`config.mk`:
```
export PLATFORM = sky130hd
export DESIGN_NAME = noc_packet_injector
export DESIGN_NICKNAME = d
export VERILOG_FILES = /design/src/rtl/noc_packet_injector_pkg.sv /design/src/rtl/noc_packet_injector_sync_fifo.sv /design/src/rtl/noc_packet_injector.sv
export SDC_FILE = /design/constraint.sdc
export NUM_CORES = 1
export LEC_CHECK = 0
export BUFFER_PORTS_ARGS = -buffer_cell sky130_fd_sc_hd__buf_2
export CAP_MARGIN = 20
export CORE_AREA = 2 2 95 97
export CTS_BUF_LIST = sky130_fd_sc_hd__clkbuf_2 sky130_fd_sc_hd__clkbuf_4 sky130_fd_sc_hd__clkbuf_8
export CTS_CLUSTER_SIZE = 16
export DETAILED_ROUTE_END_ITERATION = 10
export DIE_AREA = 0 0 97 99
export PLACE_DENSITY_LB_ADDON = 0.12
export REMOVE_ABC_BUFFERS = 1
export SYNTH_ARGS = -nofsm -noshare
export SYNTH_HDL_FRONTEND = slang
export SYNTH_SLANG_ARGS = --single-unit
export TNS_END_PERCENT = 100
```
`constraint.sdc`:
```
create_clock -name clk_i -period 2.6 [get_ports clk_i]
set_input_delay 0.13 -clock clk_i [delete_from_list [all_inputs] [get_ports clk_i]]
set_output_delay 0.13 -clock clk_i [all_outputs]
set_load 0.05 [all_outputs]
```
`src/rtl/noc_packet_injector_pkg.sv`:
```
// Shared widths and the default packet layout for the resource-side NoC injector.
package noc_packet_injector_pkg;

   localparam int unsigned DEF_COL_W  = 4;
   localparam int unsigned DEF_ROW_W  = 4;
   localparam int unsigned DEF_SEQ_W  = 4;
   localparam int unsigned DEF_DATA_W = 8;
   localparam int unsigned DEF_FIFO_DEPTH_W = 2;

   localparam int unsigned CNT_W   = 8;
   localparam int unsigned CNT_MAX = 255;

   // Packet layout at default widths, MSB first; the router slices col/row from the top bits.
   typedef struct packed {
      logic [DEF_COL_W-1:0]  col;
      logic [DEF_ROW_W-1:0]  row;
      logic [DEF_SEQ_W-1:0]  seq;
      logic [DEF_DATA_W-1:0] data;
   } pkt_t;

endpackage

```
`src/rtl/noc_packet_injector_sync_fifo.sv`:
```
// Synchronous FIFO with extra-MSB pointers for full/empty; reusable for switch input buffers.
module sync_fifo #(
   parameter int unsigned WIDTH   = 20,
   parameter int unsigned DEPTH_W = 2
) (
   input  logic             clk_i,
   input  logic             rst_ni,
   input  logic             push_i,
   input  logic [WIDTH-1:0] data_i,
   input  logic             pop_i,
   output logic             full_o,
   output logic             empty_o,
   output logic [WIDTH-1:0] head_o
);

   localparam int unsigned DEPTH = 1 << DEPTH_W;
   localparam int unsigned PTR_W = DEPTH_W + 1;

   logic [PTR_W-1:0] r_wr_ptr;
   logic [PTR_W-1:0] r_rd_ptr;
   logic [WIDTH-1:0] r_mem [DEPTH];

   logic w_push;
   logic w_pop;

   assign empty_o = (r_wr_ptr == r_rd_ptr);
   assign full_o  = (r_wr_ptr[DEPTH_W] != r_rd_ptr[DEPTH_W]) &&
                    (r_wr_ptr[DEPTH_W-1:0] == r_rd_ptr[DEPTH_W-1:0]);

   // Pushes are blocked while full even if a pop happens in the same cycle.
   assign w_push = push_i & ~full_o;
   assign w_pop  = pop_i & ~empty_o;

   assign head_o = r_mem[r_rd_ptr[DEPTH_W-1:0]];

   always_ff @(posedge clk_i or negedge rst_ni) begin
      if (!rst_ni) begin
         r_wr_ptr <= '0;
         r_rd_ptr <= '0;
         for (int i = 0; i < int'(DEPTH); i++) begin
            r_mem[i] <= '0;
         end
      end else begin
         if (w_push) begin
            r_mem[r_wr_ptr[DEPTH_W-1:0]] <= data_i;
            r_wr_ptr <= r_wr_ptr + PTR_W'(1);
         end
         if (w_pop) begin
            r_rd_ptr <= r_rd_ptr + PTR_W'(1);
         end
      end
   end

endmodule

```
`src/rtl/noc_packet_injector.sv`:
```
// Resource-side packet injector: checks destinations, stamps sequence numbers and
// queues packets toward the switch RESOURCE input over valid/ready.
module noc_packet_injector
   import noc_packet_injector_pkg::*;
#(
   parameter int unsigned COL_CORD          = 0,
   parameter int unsigned ROW_CORD          = 0,
   parameter int unsigned MESH_COLS         = 4,
   parameter int unsigned MESH_ROWS         = 4,
   parameter int unsigned PACKET_ADDR_COL_W = DEF_COL_W,
   parameter int unsigned PACKET_ADDR_ROW_W = DEF_ROW_W,
   parameter int unsigned SEQ_W             = DEF_SEQ_W,
   parameter int unsigned DATA_W            = DEF_DATA_W,
   parameter int unsigned FIFO_DEPTH_W      = DEF_FIFO_DEPTH_W
) (
   input  logic                                                       clk_i,
   input  logic                                                       rst_ni,
   input  logic                                                       req_valid_i,
   output logic                                                       req_ready_o,
   input  logic [PACKET_ADDR_COL_W-1:0]                               req_col_i,
   input  logic [PACKET_ADDR_ROW_W-1:0]                               req_row_i,
   input  logic [DATA_W-1:0]                                          req_data_i,
   output logic                                                       pkt_valid_o,
   input  logic                                                       pkt_ready_i,
   output logic [PACKET_ADDR_COL_W+PACKET_ADDR_ROW_W+SEQ_W+DATA_W-1:0] pkt_o,
   output logic                                                       err_o,
   output logic [CNT_W-1:0]                                           drop_cnt_o,
   output logic [CNT_W-1:0]                                           sent_cnt_o
);

   localparam int unsigned COL_W = PACKET_ADDR_COL_W;
   localparam int unsigned ROW_W = PACKET_ADDR_ROW_W;
   localparam int unsigned PKT_W = COL_W + ROW_W + SEQ_W + DATA_W;

   // Coordinates and mesh bounds truncated to field widths, matching the router's view.
   logic [COL_W-1:0] w_own_col;
   logic [ROW_W-1:0] w_own_row;
   logic [COL_W-1:0] w_mesh_cols;
   logic [ROW_W-1:0] w_mesh_rows;

   assign w_own_col   = COL_W'(COL_CORD);
   assign w_own_row   = ROW_W'(ROW_CORD);
   assign w_mesh_cols = COL_W'(MESH_COLS);
   assign w_mesh_rows = ROW_W'(MESH_ROWS);

   logic             w_fifo_full;
   logic             w_fifo_empty;
   logic             w_accept;
   logic             w_legal;
   logic             w_push;
   logic             w_pop;
   logic [PKT_W-1:0] w_pkt;

   logic [SEQ_W-1:0] r_seq;
   logic             r_err;
   logic [CNT_W-1:0] r_drop_cnt;
   logic [CNT_W-1:0] r_sent_cnt;

   assign req_ready_o = ~w_fifo_full;
   assign w_accept    = req_valid_i & req_ready_o;
   assign w_legal     = (req_col_i < w_mesh_cols) && (req_row_i < w_mesh_rows) &&
                        !((req_col_i == w_own_col) && (req_row_i == w_own_row));
   assign w_push      = w_accept & w_legal;

   assign pkt_valid_o = ~w_fifo_empty;
   assign w_pop       = pkt_valid_o & pkt_ready_i;
   assign w_pkt       = {req_col_i, req_row_i, r_seq, req_data_i};

   sync_fifo #(
      .WIDTH   (PKT_W),
      .DEPTH_W (FIFO_DEPTH_W)
   ) u_fifo (
      .clk_i   (clk_i),
      .rst_ni  (rst_ni),
      .push_i  (w_push),
      .data_i  (w_pkt),
      .pop_i   (w_pop),
      .full_o  (w_fifo_full),
      .empty_o (w_fifo_empty),
      .head_o  (pkt_o)
   );

   // Sequence number advances only on injected packets.
   always_ff @(posedge clk_i or negedge rst_ni) begin
      if (!rst_ni) begin
         r_seq <= '0;
      end else if (w_push) begin
         r_seq <= r_seq + SEQ_W'(1);
      end
   end

   // Rejection pulse and statistics.
   always_ff @(posedge clk_i or negedge rst_ni) begin
      if (!rst_ni) begin
         r_err      <= 1'b0;
         r_drop_cnt <= '0;
         r_sent_cnt <= '0;
      end else begin
         r_err <= w_accept & ~w_legal;
         if (w_accept && !w_legal && (r_drop_cnt != CNT_W'(CNT_MAX))) begin
            r_drop_cnt <= r_drop_cnt + CNT_W'(1);
         end
         if (w_pop) begin
            r_sent_cnt <= r_sent_cnt + CNT_W'(1);
         end
      end
   end

   assign err_o      = r_err;
   assign drop_cnt_o = r_drop_cnt;
   assign sent_cnt_o = r_sent_cnt;

endmodule

```
==> results.json, run 1 <==
{
  "crit_chain": "buf_4 -> mux4_2 -> buf_2",
  "synth_cells": 313,
  "cts_sinks": 107,
  "final_antenna_net_count": 0,
  "die_x_um": 97,
  "syn_area_um2": 4970,
  "ir_drop_mv": 1.16,
  "grt_pass1_vias": 2932,
  "die-area_um2": 9600,
  "ctsLongestPathBuffers": 2,
  "path_delay_family": "buffers and inverters",
  "fin_util": 0.651,
  "htree_levels": 3,
  "postCtsSetupRepairBufs": 0,
  "status": "complete, no violations",
  "min-delay-start": "req_data_i[3]",
  "grt_pass1_wl_um": 15100,
  "rows": 34,
  "viasPerCell": 5.54,
  "cellPowerDensity_nw_per_um2": 1160,
  "min_path_type": "input pin to flip-flop",
  "clock.fmax_mhz": 477,
  "clock_latency_ns": 0.36,
  "setup_tns_ns": 0,
  "syn_area_per_cell_um2": 15.9,
  "grt.total_usage": 0.197,
  "drt_first_iter_violations": 114,
  "max_stage_delay_ns": 0.58,
  "slew_headroom": 0.580,
  "yosysUniqueCellTypes": 30,
  "drive_gt1_frac": 0.463,
  "grt_antenna_before_repair": 0,
  "start_kind": "flip-flop",
  "rr_startpoint": "u_fifo.r_wr_ptr[2]$_DFFE_PN0P_",
  "rsz0062_at_grt": "false",
  "drv_slew": 0,
  "p_leak_uw": 0.00274,
  "wl_per_cell_um": 17.9,
  "drt-total-wl_um": 8750,
  "cts_tree": "built",
  "synth_seq_cells": 107,
  "arrival_ns": 1.97,
  "numCtsBuffers": 9,
  "io_pins": 59,
  "dp_hpwl_um": 5470,
  "clk_pin_slew_worst_paths_ns": 0.10,
  "start_util": 0.582,
  "cts_root_buf": "clkbuf_8",
  "coreArea_um2": 8550,
  "synth_warnings": 0,
  "maxCapViolations": 0,
  "grt_max_degree": 50,
  "cp.required_ns": 2.47,
  "vias": 2713,
  "worst_slew_pin_slew_ns": 0.626,
  "reg2reg_slack_ns": 0.54,
  "drc": 0,
  "critPathKind": "flip-flop to output port",
  "hold_viol": 0,
  "cp-startpoint": "u_fifo.r_rd_ptr[0]$_DFFE_PN0P_",
  "numPortBuffers": 58,
  "cp-end-kind": "output port",
  "dr.pass1.iters": 4,
  "worst_path_max_delay_cell": "mux4_2",
  "fin_skew_ns": 0.00905,
  "final-setup-viol-count": 0,
  "period_minus_slack_ns": 2.10,
  "n_antenna_cell": 0,
  "die_h_um": 99,
  "layout_worst_path_cycle_share": 0.807,
  "nNetsFinal": 405,
  "critPathBufInv": 2,
  "syn_to_final_growth_pct": 11.9,
  "ys_seq_area_frac": 0.538,
  "crit_fanout": 22,
  "place.gp.congestion": 0.735,
  "grt_overflow": 0
}
worst register-to-register path: stages, from the launching register on:
cell	delay, ns
dfrtp_1	0.45
xnor2_1	0.30
o31a_2	0.32
and3_4	0.52
mux2_4	0.35
where the power goes:
group / internal, µW / leakage [µW] / switching (µW)
clock: 555 / 0.000106 / 552
sequential: 2160 / 0.00143 / 400
combinational: 1140 / 0.00121 / 1660
total: 3850 / 0.00274 / 2610
metal layers:
layer | track usage | vias to the layer above | wire [µm]
met5 | 0 | - | 0
met4 | 0.0477 | 0 | 63
met3 | 0.0404 | 5 | 363
met2 | 0.308 | 61 | 4060
met1 | 0.289 | 1403 | 4270
li1 | - | 1244 | -
path summary, 6_finish.rpt:
path | end | cells past startpoint
worst min register to register | sent_cnt_o[7]$_DFFE_PN0P_ | 1
max in group asynchronous | u_fifo.r_mem[62]$_DFFE_PN0P_ | 3
min in group asynchronous | u_fifo.r_mem[61]$_DFFE_PN0P_ | 2
worst max register to register | u_fifo.r_mem[28]$_DFFE_PN0P_ | 4
worst min-delay path | u_fifo.r_mem[63]$_DFFE_PN0P_ | 2
worst max-delay path | pkt_o[14] | 3
placed cells by master, fill, tap and decap left out, types with 2 or more instances in the layout:
cell        netlist  final
mux2_4           63     63
clkbuf_8          0      9
buf_2             2     57
clkinvlp_4        0      2
xor2_1           15     15
mux2_2            3      3
nor2_2            2      2
nor2_1            6      6
nor3_1            4      4
and3_1            3      3
nand3_1           8      8
xnor2_1           8      8
nor2b_1          17     17
inv_1             2      2
o31ai_2           2      2
bufinv_16         0      2
dfrtp_1         107    107
nand2_1          14     14
nand4_1           2      2
a31oi_1           4      4
ha_1              8      8
and3_4            4      4
mux4_2           20     20
nor4_1            3      3
buf_4             0      7
sequential cells by signal, summed over array words and instances (netlist names):
signal           flops
u_fifo.r_mem        80
drop_cnt_o           8
sent_cnt_o           8
r_seq                4
u_fifo.r_rd_ptr      3
u_fifo.r_wr_ptr      3
err_o                1
cell families after synthesis:
family / synth area share
adder cells (fa/ha/maj): 0.0201
AND/OR/NAND/NOR: 0.0737
AO/OA/AOI/OAI: 0.0161
buffers and inverters: 0.0239
multiplexers: 0.287
flip-flops: 0.538
XOR/XNOR: 0.0405
per-stage QoR:
stage / power [µW] / instance area (µm²) / hold slack (ns) / std cells / setup WS [ns]
after floorplan: 4730 / 4860 / -0.166 / 301 / 0.0340
after global placement: 5350 / 5340 / 0.187 / 473 / 0.541
after detailed placement: 5400 / 5340 / 0.190 / 473 / 0.494
after CTS: 6530 / 5570 / 0.0367 / 490 / 0.463
after global routing: 6840 / 5570 / 0.0265 / 490 / 0.384
final: 6470 / 5570 / 0.0450 / 490 / 0.502
cell type report:
| type | instances | area (µm²) |
|---|---|---|
| Fill cell | 621 | 2980 |
| Inverter | 2 | 7.51 |
| Multi-Input combinational cell | 192 | 2180 |
| Clock inverter | 6 | 88.8 |
| Tap cell | 108 | 135 |
| Clock buffer | 10 | 131 |
| Timing Repair Buffer | 65 | 348 |
| Sequential cell | 107 | 2680 |
timing repair:
action,CTS,global route
resized for setup,0,0
setup endpoints to repair,0,0
endpoints found under the hold margin,47,0
hold buffers,1,0
Yosys cell counts (all sizes together):
library cell / count / area [µm²]
nor2b: 17 / 106
clkbuf: 2 / 7.51
or2: 1 / 6.26
o31a: 2 / 18.8
nand4: 2 / 12.5
xor2: 15 / 131
inv: 2 / 7.51
or4: 1 / 11.3
o31ai: 2 / 25.0
nand2: 14 / 52.6
buf: 10 / 104
dfrtp: 107 / 2680
mux4: 20 / 450
nor3: 4 / 20.0
mux2: 66 / 980
o22ai: 1 / 6.26
a31oi: 4 / 25.0
ha: 8 / 100
xnor2: 8 / 70.1
nor4: 3 / 18.8
nand3: 8 / 40.0
nor2: 8 / 35.0
and3: 7 / 63.8
o21ai: 1 / 5.00
Power figures use the tool's default switching activity.
==> run 2: changes to the inputs <==
Settings changed: ABC_AREA from default to 1, CORE_AREA 2 2 95 97 to 2 2 99 101, DIE_AREA 0 0 97 99 to 0 0 101 103.
Clock period 2.6 ns to 1.7 ns, I/O delays scaled along.
==> run 2 against run 1 <==
The run now ends with negative setup slack left; core utilization is 2.2 points higher; clock power is 45% higher; clock-buffer cell count stayed put; via count is 63% higher; synthesized cell count is 100% higher; worst hold slack better by 0.034 ns; worst setup slack worse by 0.52 ns; critical endpoint is now pkt_o[7]; largest cell class unchanged.
==> results.json, run 2 <==
{
  "final-setup-viol-count": 5,
  "yosysTopAreaCellShare": 0.530,
  "path_delay_family": "buffers and inverters",
  "grt_pass1_vias": 4035,
  "drt-total-wl_um": 13300,
  "syn_to_final_growth_pct": 25.9,
  "coreArea_um2": 9460,
  "final_common_cell": "nand2_1",
  "grt_max_degree": 51,
  "critPathBufInv": 3,
  "fin_ws_ns": -0.0197,
  "synthTopCellsByArea": "dfrtp_1, nand2_1, o21ai_0, nor2_1, inv_1",
  "ys_seq_area_frac": 0.530,
  "rsz0062_at_grt": "true",
  "die_x_um": 101,
  "synth-xor-area-share": 0.0292,
  "top_register": "u_fifo.r_mem",
  "die_h_um": 103,
  "drc": 0,
  "reg2reg_depth": 8,
  "largest_register_ffs": 80,
  "maxCapViolations": 0,
  "synth_warnings": 0,
  "period_minus_slack_ns": 1.72,
  "endpoint": "pkt_o[7]",
  "arrival_ns": 1.63,
  "synth_fa_ha_area_frac": 0.0198,
  "dr.pass1.iters": 5,
  "yosysUniqueCellTypes": 26,
  "p_leak_uw": 0.00355,
  "synth_edf_count": 0,
  "numCtsBuffers": 9,
  "cts_sinks": 107,
  "crit_cells": 5,
  "rows": 36,
  "reg2reg_slack_ns": 0.04,
  "grt_overflow": 0,
  "yosysMostFrequentCell": "nand2_1",
  "layout_common_cells": "nand2_1, dfrtp_1, nor2_1",
  "status": "finished with violations",
  "worst_path_max_delay_cell": "dfrtp_2",
  "grt_pass1_wl_um": 19700,
  "min_path_type": "input pin to flip-flop",
  "cp-startpoint": "u_fifo.r_rd_ptr[0]$_DFFE_PN0P_",
  "synth_top_family_by_area": "simple AND/OR/NAND/NOR gates",
  "placed_area_um2": 5560,
  "grt.total_usage": 0.249,
  "fin_area_um2": 6360,
  "max_stage_delay_ns": 0.50,
  "drt_first_iter_violations": 274,
  "async_flop_share": 1.00,
  "synth_compound_area_frac": 0.0745,
  "worst_slew_pin_slew_ns": 0.304,
  "clock_latency_ns": 0.38,
  "nFillCells": 789,
  "crit_chain": "clkinv_4 -> buf_12 -> nor2_1 -> o22ai_1 -> buf_4",
  "synthTopCellsByCount": "nand2_1, dfrtp_1, nor2_1",
  "setup_tns_ns": -0.0382,
  "syn_area_um2": 5050,
  "synth.mux.area_fraction": 0,
  "slew_headroom": 0.797,
  "clock.fmax_mhz": 581,
  "crit_fanout": 10,
  "io_pins": 59,
  "vias": 4414,
  "n_antenna_cell": 0,
  "start_util": 0.534,
  "final_antenna_net_count": 0,
  "fin_skew_ns": 0.0122,
  "reg2reg_to": "u_fifo.r_mem[25]$_DFFE_PN0P_",
  "start_kind": "flip-flop",
  "syn_area_per_cell_um2": 8.09,
  "drv_slew": 0,
  "die-area_um2": 10400,
  "holdWs_ns": 0.0793,
  "cts_root_buf": "clkbuf_8",
  "cp-end-kind": "output port",
  "synth_seq_cells": 107,
  "ir_drop_mv": 0.979,
  "cts_tree": "built",
  "viasPerCell": 5.29,
  "rr_startpoint": "u_fifo.r_rd_ptr[0]$_DFFE_PN0P_",
  "dp_hpwl_um": 7480,
  "violations": "negative setup slack",
  "wl_per_cell_um": 15.9,
  "critPathKind": "flip-flop to output port",
  "clk_pin_slew_worst_paths_ns": 0.09,
  "place.gp.congestion": 0.768,
  "cellPowerDensity_nw_per_um2": 1860,
  "synth_cells": 625,
  "synth-simple-area-share": 0.286,
  "hold_viol": 0,
  "cp.required_ns": 1.62,
  "synth_ff_type": "dfrtp_1",
  "ctsLongestPathBuffers": 2,
  "drive_gt1_frac": 0.193,
  "numPortBuffers": 58,
  "htree_levels": 3,
  "nNetsFinal": 743,
  "grt_antenna_before_repair": 0,
  "layout_worst_path_cycle_share": 1.01,
  "yosysTopAreaCell": "dfrtp_1"
}
==> run 2: worst min path at each step <==
stage | to | start | cells past startpoint | slack (ns)
floorplan | drop_cnt_o[0]$_DFFE_PN0P_ | rst_ni | 0 | -0.21
global placement | u_fifo.r_mem[46]$_DFFE_PN0P_ | rst_ni | 1 | -0.04
detailed placement | u_fifo.r_mem[46]$_DFFE_PN0P_ | rst_ni | 1 | -0.04
CTS | err_o$_DFF_PN0_ | req_valid_i | 3 | 0.03
global route | sent_cnt_o[0]$_DFFE_PN0P_ | pkt_ready_i | 3 | 0.09
finish | sent_cnt_o[4]$_DFFE_PN0P_ | pkt_ready_i | 4 | 0.08
==> run 2: layer usage <==
| layer | vias to the layer above | wire, µm | global-route usage |
|---|---|---|---|
| met2 | 157 | 6610 | 0.421 |
| met3 | 10 | 856 | 0.0346 |
| met1 | 2107 | 5640 | 0.327 |
| met4 | 0 | 148 | 0.0998 |
| met5 | - | 0 | 0 |
| li1 | 2140 | - | - |
==> run 2: final cells by class <==
cell class / instances / area (µm²) / area share
Clock buffer: 10 / 138 / 0.0216
Clock inverter: 6 / 63.8 / 0.0100
Inverter: 42 / 165 / 0.0260
Multi-Input combinational cell: 450 / 2170 / 0.342
Sequential cell: 107 / 2680 / 0.421
Tap cell: 114 / 143 / 0.0224
Timing Repair Buffer: 105 / 1000 / 0.157
==> run 2: kinds of logic after synthesis <==
kind of cell / Yosys count
buf+inv: 70
compound gates: 68
xor+xnor: 16
fa+ha+maj: 8
flops: 107
simple gates: 356
==> run 2: tightest hold or removal path: cells and delay by family <==
family,cells,cell delay (ns)
buffers and inverters,1,0.08
AND/OR/NAND/NOR,3,0.24
==> run 2: metrics by stage <==
stage	util	std cells	total power [µW]	worst slack (ns)
final	0.673	834	11800	-0.0197
after global routing	0.673	834	12500	-0.0823
after CTS	0.639	819	11200	-0.0279
after detailed placement	0.588	787	9100	0.0731
after global placement	0.588	787	8980	0.138
after floorplan	-	597	7590	-0.725
==> run 2: report_power, final <==
part / internal [µW] / switching, µW / leakage [µW] / total (µW)
Sequential: 3250 / 607 / 0.00143 / 3860
Clock: 722 / 884 / 0.0000987 / 1610
Combinational: 2240 / 4120 / 0.00202 / 6370
==> run 2: repair_timing <==
action	CTS	global route
pin swaps	1	9
buffers inserted	2	9
endpoints found under the hold margin	155	0
gates resized for setup	36	51
setup endpoints to repair	21	77
hold buffers	13	0
gates cloned	1	6
